--- src/rtl/traffic_light_controller_if.sv ---
// Signal bundle between the traffic light controller and the renderer.
// The controller side takes the emergency request and drives lights/debug.
interface traffic_light_controller_if;
  logic       emergency;
  logic       traffic0_color;
  logic       traffic1_color;
  logic       traffic2_color;
  logic       traffic3_color;
  logic       animateClk;
  logic [2:0] phase;

  modport master (
    input  emergency,
    output traffic0_color,
    output traffic1_color,
    output traffic2_color,
    output traffic3_color,
    output animateClk,
    output phase
  );

  modport slave (
    output emergency,
    input  traffic0_color,
    input  traffic1_color,
    input  traffic2_color,
    input  traffic3_color,
    input  animateClk,
    input  phase
  );
endinterface

--- src/rtl/traffic_light_controller.sv ---
// Four-way intersection controller: EW/NS green phases with all-red
// clearance, emergency all-red override and a free-running animation clock.
module traffic_light_controller #(
  parameter int unsigned TICK_DIV   = 25000000,
  parameter int unsigned GREEN_SECS = 8,
  parameter int unsigned CLEAR_SECS = 2,
  parameter int unsigned ANIM_DIV   = 250000
) (
  input logic dclk,
  input logic clr,
  traffic_light_controller_if.master bus
);

  typedef enum logic [2:0] {
    EW_GO = 3'd0,
    CLR_A = 3'd1,
    NS_GO = 3'd2,
    CLR_B = 3'd3,
    EMER  = 3'd4
  } state_t;

  localparam int PW = (TICK_DIV > 1) ? $clog2(TICK_DIV) : 1;
  localparam int AW = (ANIM_DIV > 1) ? $clog2(ANIM_DIV) : 1;

  localparam logic [PW-1:0] PRE_LAST   = PW'(TICK_DIV - 1);
  localparam logic [AW-1:0] ANIM_LAST  = AW'(ANIM_DIV - 1);
  localparam logic [7:0]    GREEN_LAST = 8'(GREEN_SECS - 1);
  localparam logic [7:0]    CLEAR_LAST = 8'(CLEAR_SECS - 1);

  state_t          state_q;
  state_t          state_d;
  state_t          succ;
  logic [7:0]      sec_q;
  logic [7:0]      sec_d;
  logic [7:0]      last;
  logic [PW-1:0]   pre_q;
  logic            tick;
  logic            pre_hold;
  logic [AW-1:0]   anim_q;
  logic            anim_clk_q;

  assign tick     = (pre_q == PRE_LAST);
  assign pre_hold = bus.emergency || (state_q == EMER);
  assign last     = ((state_q == EW_GO) || (state_q == NS_GO))
                    ? GREEN_LAST : CLEAR_LAST;

  // One-second prescaler; held at zero around an emergency.
  always_ff @(posedge dclk) begin
    if (clr)
      pre_q <= '0;
    else if (pre_hold || tick)
      pre_q <= '0;
    else
      pre_q <= pre_q + 1'b1;
  end

  // Normal rotation order of the light sequence.
  always_comb begin
    succ = CLR_B;
    unique case (state_q)
      EW_GO:   succ = CLR_A;
      CLR_A:   succ = NS_GO;
      NS_GO:   succ = CLR_B;
      CLR_B:   succ = EW_GO;
      default: succ = CLR_B;
    endcase
  end

  // Next state and second counter; emergency outranks the tick.
  always_comb begin
    state_d = state_q;
    sec_d   = sec_q;
    unique case (state_q)
      EMER: begin
        sec_d = '0;
        if (!bus.emergency)
          state_d = CLR_B;
      end
      EW_GO, CLR_A, NS_GO, CLR_B: begin
        if (bus.emergency) begin
          state_d = EMER;
          sec_d   = '0;
        end else if (tick) begin
          if (sec_q == last) begin
            state_d = succ;
            sec_d   = '0;
          end else begin
            sec_d = sec_q + 8'd1;
          end
        end
      end
      default: begin
        state_d = CLR_B;
        sec_d   = '0;
      end
    endcase
  end

  // State and second counter registers.
  always_ff @(posedge dclk) begin
    if (clr) begin
      state_q <= CLR_B;
      sec_q   <= '0;
    end else begin
      state_q <= state_d;
      sec_q   <= sec_d;
    end
  end

  // Animation square wave, independent of the light sequence.
  always_ff @(posedge dclk) begin
    if (clr) begin
      anim_q     <= '0;
      anim_clk_q <= 1'b0;
    end else if (anim_q == ANIM_LAST) begin
      anim_q     <= '0;
      anim_clk_q <= ~anim_clk_q;
    end else begin
      anim_q <= anim_q + 1'b1;
    end
  end

  assign bus.traffic0_color = (state_q == EW_GO);
  assign bus.traffic1_color = (state_q == EW_GO);
  assign bus.traffic2_color = (state_q == NS_GO);
  assign bus.traffic3_color = (state_q == NS_GO);
  assign bus.animateClk     = anim_clk_q;
  assign bus.phase          = state_q;

endmodule

--- src/flat_wrapper.sv ---
// flat-port wrapper written by rule: the top's interface ports become plain ports
module traffic_light_controller_flat 
#(
  parameter int unsigned TICK_DIV   = 25000000,
  parameter int unsigned GREEN_SECS = 8,
  parameter int unsigned CLEAR_SECS = 2,
  parameter int unsigned ANIM_DIV   = 250000
)
  (dclk, clr, bus_emergency, bus_traffic0_color, bus_traffic1_color, bus_traffic2_color, bus_traffic3_color, bus_animateClk, bus_phase);
  traffic_light_controller_if bus_i ();
  input logic dclk;
  input logic clr;
  input wire logic [$bits(bus_i.emergency)-1:0] bus_emergency;
  output wire logic [$bits(bus_i.traffic0_color)-1:0] bus_traffic0_color;
  output wire logic [$bits(bus_i.traffic1_color)-1:0] bus_traffic1_color;
  output wire logic [$bits(bus_i.traffic2_color)-1:0] bus_traffic2_color;
  output wire logic [$bits(bus_i.traffic3_color)-1:0] bus_traffic3_color;
  output wire logic [$bits(bus_i.animateClk)-1:0] bus_animateClk;
  output wire logic [$bits(bus_i.phase)-1:0] bus_phase;
  assign bus_i.emergency = bus_emergency;
  assign bus_traffic0_color = bus_i.traffic0_color;
  assign bus_traffic1_color = bus_i.traffic1_color;
  assign bus_traffic2_color = bus_i.traffic2_color;
  assign bus_traffic3_color = bus_i.traffic3_color;
  assign bus_animateClk = bus_i.animateClk;
  assign bus_phase = bus_i.phase;
  traffic_light_controller #(.TICK_DIV(TICK_DIV), .GREEN_SECS(GREEN_SECS), .CLEAR_SECS(CLEAR_SECS), .ANIM_DIV(ANIM_DIV)) u_core (.dclk(dclk), .clr(clr), .bus(bus_i));
endmodule
--- config.mk ---
export PLATFORM = sky130hd
export DESIGN_NAME = traffic_light_controller_flat
export DESIGN_NICKNAME = d
export VERILOG_FILES = /design/src/rtl/traffic_light_controller_if.sv /design/src/rtl/traffic_light_controller.sv /design/src/flat_wrapper.sv
export SDC_FILE = /design/constraint.sdc
export NUM_CORES = 1
export LEC_CHECK = 0
export ABC_AREA = 1
export CAP_MARGIN = 40
export CORE_MARGIN = 2
export CORE_UTILIZATION = 43
export CTS_BUF_LIST = sky130_fd_sc_hd__clkbuf_16
export DETAILED_ROUTE_END_ITERATION = 8
export HOLD_SLACK_MARGIN = 0.06
export SETUP_SLACK_MARGIN = 0.3
export SLEW_MARGIN = 20
export SYNTH_ARGS = -nofsm -noshare
export SYNTH_HDL_FRONTEND = slang
export SYNTH_SLANG_ARGS = --single-unit
--- constraint.sdc ---
create_clock -name dclk -period 1.45 [get_ports dclk]
set_clock_uncertainty 0.05 [all_clocks]
set_input_delay 0.3625 -clock dclk [delete_from_list [all_inputs] [get_ports dclk]]
set_output_delay 0.3625 -clock dclk [all_outputs]
set_load 0.02 [all_outputs]
==> results.yml <==
outcome:
  outcome: "finished, violations left"
  violations: "negative setup slack"
floorplan:
  die_h_um: 86.5
  dieWidth_um: 86.5
  ios: 11
  rows: 30
  dieArea_mm2: 0.00748
  core_mm2: 0.00668
  initial_core_util_pct: 43.8
synth:
  synth-seq-cells: 55
  yosys.area_share.xor_xnor_pct: 5.39
  synthFlopType: "dfxtp_1"
  synthCells: 432
  synth_fa_ha_area_share_pct: 1.28
  async_reset_ff_share_pct: 0
  yosys.area_share.simple_pct: 40.2
  synth_cell_types: 34
  yosysSeqAreaShare_pct: 37.6
  synth-compound-area-share_pct: 6.84
  syn_avg_cell_area_um2: 6.77
  syn-num-nets: 438
  synth.area.mux_share_pct: 0
  ys_warn_count: 0
  syn-cell-area_mm2: 0.00293
  synth-edff-count: 0
  synth_top_family_by_area: "simple AND/OR/NAND/NOR gates"
drt:
  dr.first_iter.drc_count: 101
  num_vias: 2976
  vias_per_cell: 5.05
  remaining_drc_errors: 0
  postRouteAntennaNets: 0
  wl_per_cell_um: 12.9
  routed_wl_mm: 7.62
  first_pass_iters: 5
flow_run:
  drv_cap: 0
worst_setup_path:
  worst-setup-path-type: "reg2reg"
  reg2reg_depth: 9
  r2r_end: "u_core.sec_q[3]"
  path_max_fanout: 5
  start_kind: "register"
  worst-endpoint-arrival_ps: 1670
  endpoint_kind: "register"
  rrSetupSlack_ps: -90
  required_ps: 1580
  reg2reg_from: "u_core.pre_q[14]"
power:
  cellPowerDensity_mw_per_mm2: 695
  power_frac_comb_pct: 8.8
  p_int_mw: 2.31
  total_power_mw: 3.08
  p_sw_mw: 0.771
  seqPwrFrac_pct: 50.2
  swShare_pct: 25.0
  clkPwrFrac_pct: 41.0
  vdd_drop_max_v: 0.000532
  leakagePower_nw: 1.71
worst_hold_path:
  min_delay_path_depth: 1
  hold_start: "u_core.anim_q[0]"
  hp-class: "reg2reg"
  min_to: "u_core.anim_q[0]"
placement:
  dp_hpwl_mm: 5.04
  place_area_mm2: 0.00367
  gp_congestion: 0.852
  io_buffers: 10
  dp_slack_ps: -191
sta:
  tightest_slew_ps: 368
  fin_hold_ws_ps: 405
  setup_violations: 39
  period_minus_slack_ps: 1540
  rsz0062_at_grt: "true"
  fmax_ghz: 0.649
  slew_headroom_pct: 75.4
  finalHoldViolCount: 0
  period_share_pct: 106
  slew_viol_final: 0
  worst_slack_ps: -90.0
cts:
  cts_buffers: 5
  clkTransAtPathRegs_ps: 80
  htreeDepth: 2
  cts_buffer_depth: 2
  cts_tree: "done"
  cts_sinks: 55
  cts_root_buf: "clkbuf_16"
  clk_latency_ps: 290
  cts_hold_buffers: 0
global_route:
  grt_max_degree: 20
  grt_pass1_wl_mm: 12.8
  first_global_vias: 2871
  grt_usage_pct: 20.8
  antenna_found_initial: 0
  overflow: 0
finish:
  finalCoreUtilization_pct: 66.4
  diodes: 0
  drive_gt1_share_pct: 43.8
  syn_to_final_growth_pct: 51.6
  final_area_mm2: 0.00444
  num-nets-final: 514
-- synthesized netlist by cell type, drive strengths merged (6+ instances only) --
cell type | count | share of area (%)
nor2 | 75 | 11
nand4 | 17 | 3.6
buf | 6 | 1.5
a21oi | 27 | 4.6
nand3 | 27 | 5.0
inv | 54 | 6.9
nand2 | 111 | 14
o21ai | 7 | 1.2
xor2 | 14 | 4.2
dfxtp | 55 | 38
nor3 | 17 | 4.2
-- stage by stage --
stage               TNS, ps  cells
floorplan             -52.7    432
global placement      -5620    561
detailed placement    -6670    561
CTS                    -776    582
global route          -5660    589
finish                -2000    589
-- cell usage in the layout, fill, tap and decap left out, types with 7 or more instances in the layout --
master / netlist / layout
a21oi_2: 0 / 23
buf_4: 3 / 50
buf_6: 1 / 13
clkbuf_16: 0 / 7
dfxtp_1: 55 / 31
dfxtp_2: 0 / 19
inv_1: 51 / 47
nand2_1: 108 / 87
nand2_2: 3 / 17
nand2_4: 0 / 8
nand3_1: 25 / 19
nand4_1: 17 / 17
nor2_1: 72 / 44
nor2_2: 1 / 18
nor2_4: 1 / 12
nor3_4: 3 / 7
xor2_1: 14 / 12
-- power by group through the flow --
stage	Clock, mW	Combinational (mW)	Sequential, mW
2_1_floorplan	0	0.108	1.60
3_3_place_gp	0	0.196	1.58
3_5_place_dp	0	0.199	1.58
4_1_cts	1.29	0.233	1.55
5_1_grt	1.34	0.295	1.55
6_report	1.26	0.273	1.55
-- critical path, cell delays in order (launching register included) --
cell     delay, ps
dfxtp_1        420
nand2_1         90
nor2_1         140
nand2_1        110
nor2_4         130
nand2_4        100
buf_12         150
buf_16         130
nand2_2         60
a21oi_2         50
-- layer usage --
| metal | vias to the layer above | part of all wire [%] | routed length [um] | GRT usage [%] |
|---|---|---|---|---|
| met1 | 1395 | 45 | 3450 | 27.5 |
| met3 | 8 | 2.6 | 198 | 3.24 |
| met4 | 0 | 0.91 | 69 | 4.40 |
| met2 | 33 | 51 | 3910 | 36.2 |
| met5 | - | 0 | 0 | 0 |
| li1 | 1540 | - | - | - |
-- kinds of logic (layout without fill, tap and decap cells) --
logic type,after synthesis,in the layout
buffers and inverters,61,135
DFF,55,55
AOI/OAI and AO/OA,38,38
and+or+nand+nor,257,260
adders and majority gates,3,3
xor gates and xnor gates,18,18
-- layout make-up --
type                    instances  area, um2
clock buffers                   5        125
clock inverters                 3       26.3
fillers                       562       2250
inverters                      55        221
multi-input cells             319       2120
flip-flops and latches         55       1140
well taps                      80        100
repair buffers                 72        699
-- flip-flops by register name, summed over array words and instances, names as in the netlist --
register               count
u_core.anim_q             18
u_core.bus.animateClk      1
u_core.pre_q              25
u_core.sec_q               8
u_core.bus.phase           3
-- how the worst max path moves through the flow --
stage,from,endpoint,slack [ps]
2_1_floorplan,u_core.pre_q[0],u_core.pre_q[20],-30
3_3_place_gp,u_core.bus.phase[2],bus_traffic2_color,-160
3_5_place_dp,clr,u_core.anim_q[12],-190
4_1_cts,u_core.pre_q[0],u_core.sec_q[6],-70
5_1_grt,u_core.pre_q[14],u_core.sec_q[3],-210
6_report,u_core.pre_q[14],u_core.sec_q[3],-90
-- what timing repair did --
| item | CTS | global route |
|---|---|---|
| cloned | 4 | 2 |
| setup buffers | 9 | 5 |
| pin swaps | 22 | 11 |
| gates resized for setup | 100 | 54 |
| setup endpoints to repair | 62 | 63 |
Power figures use the tool's default switching activity.
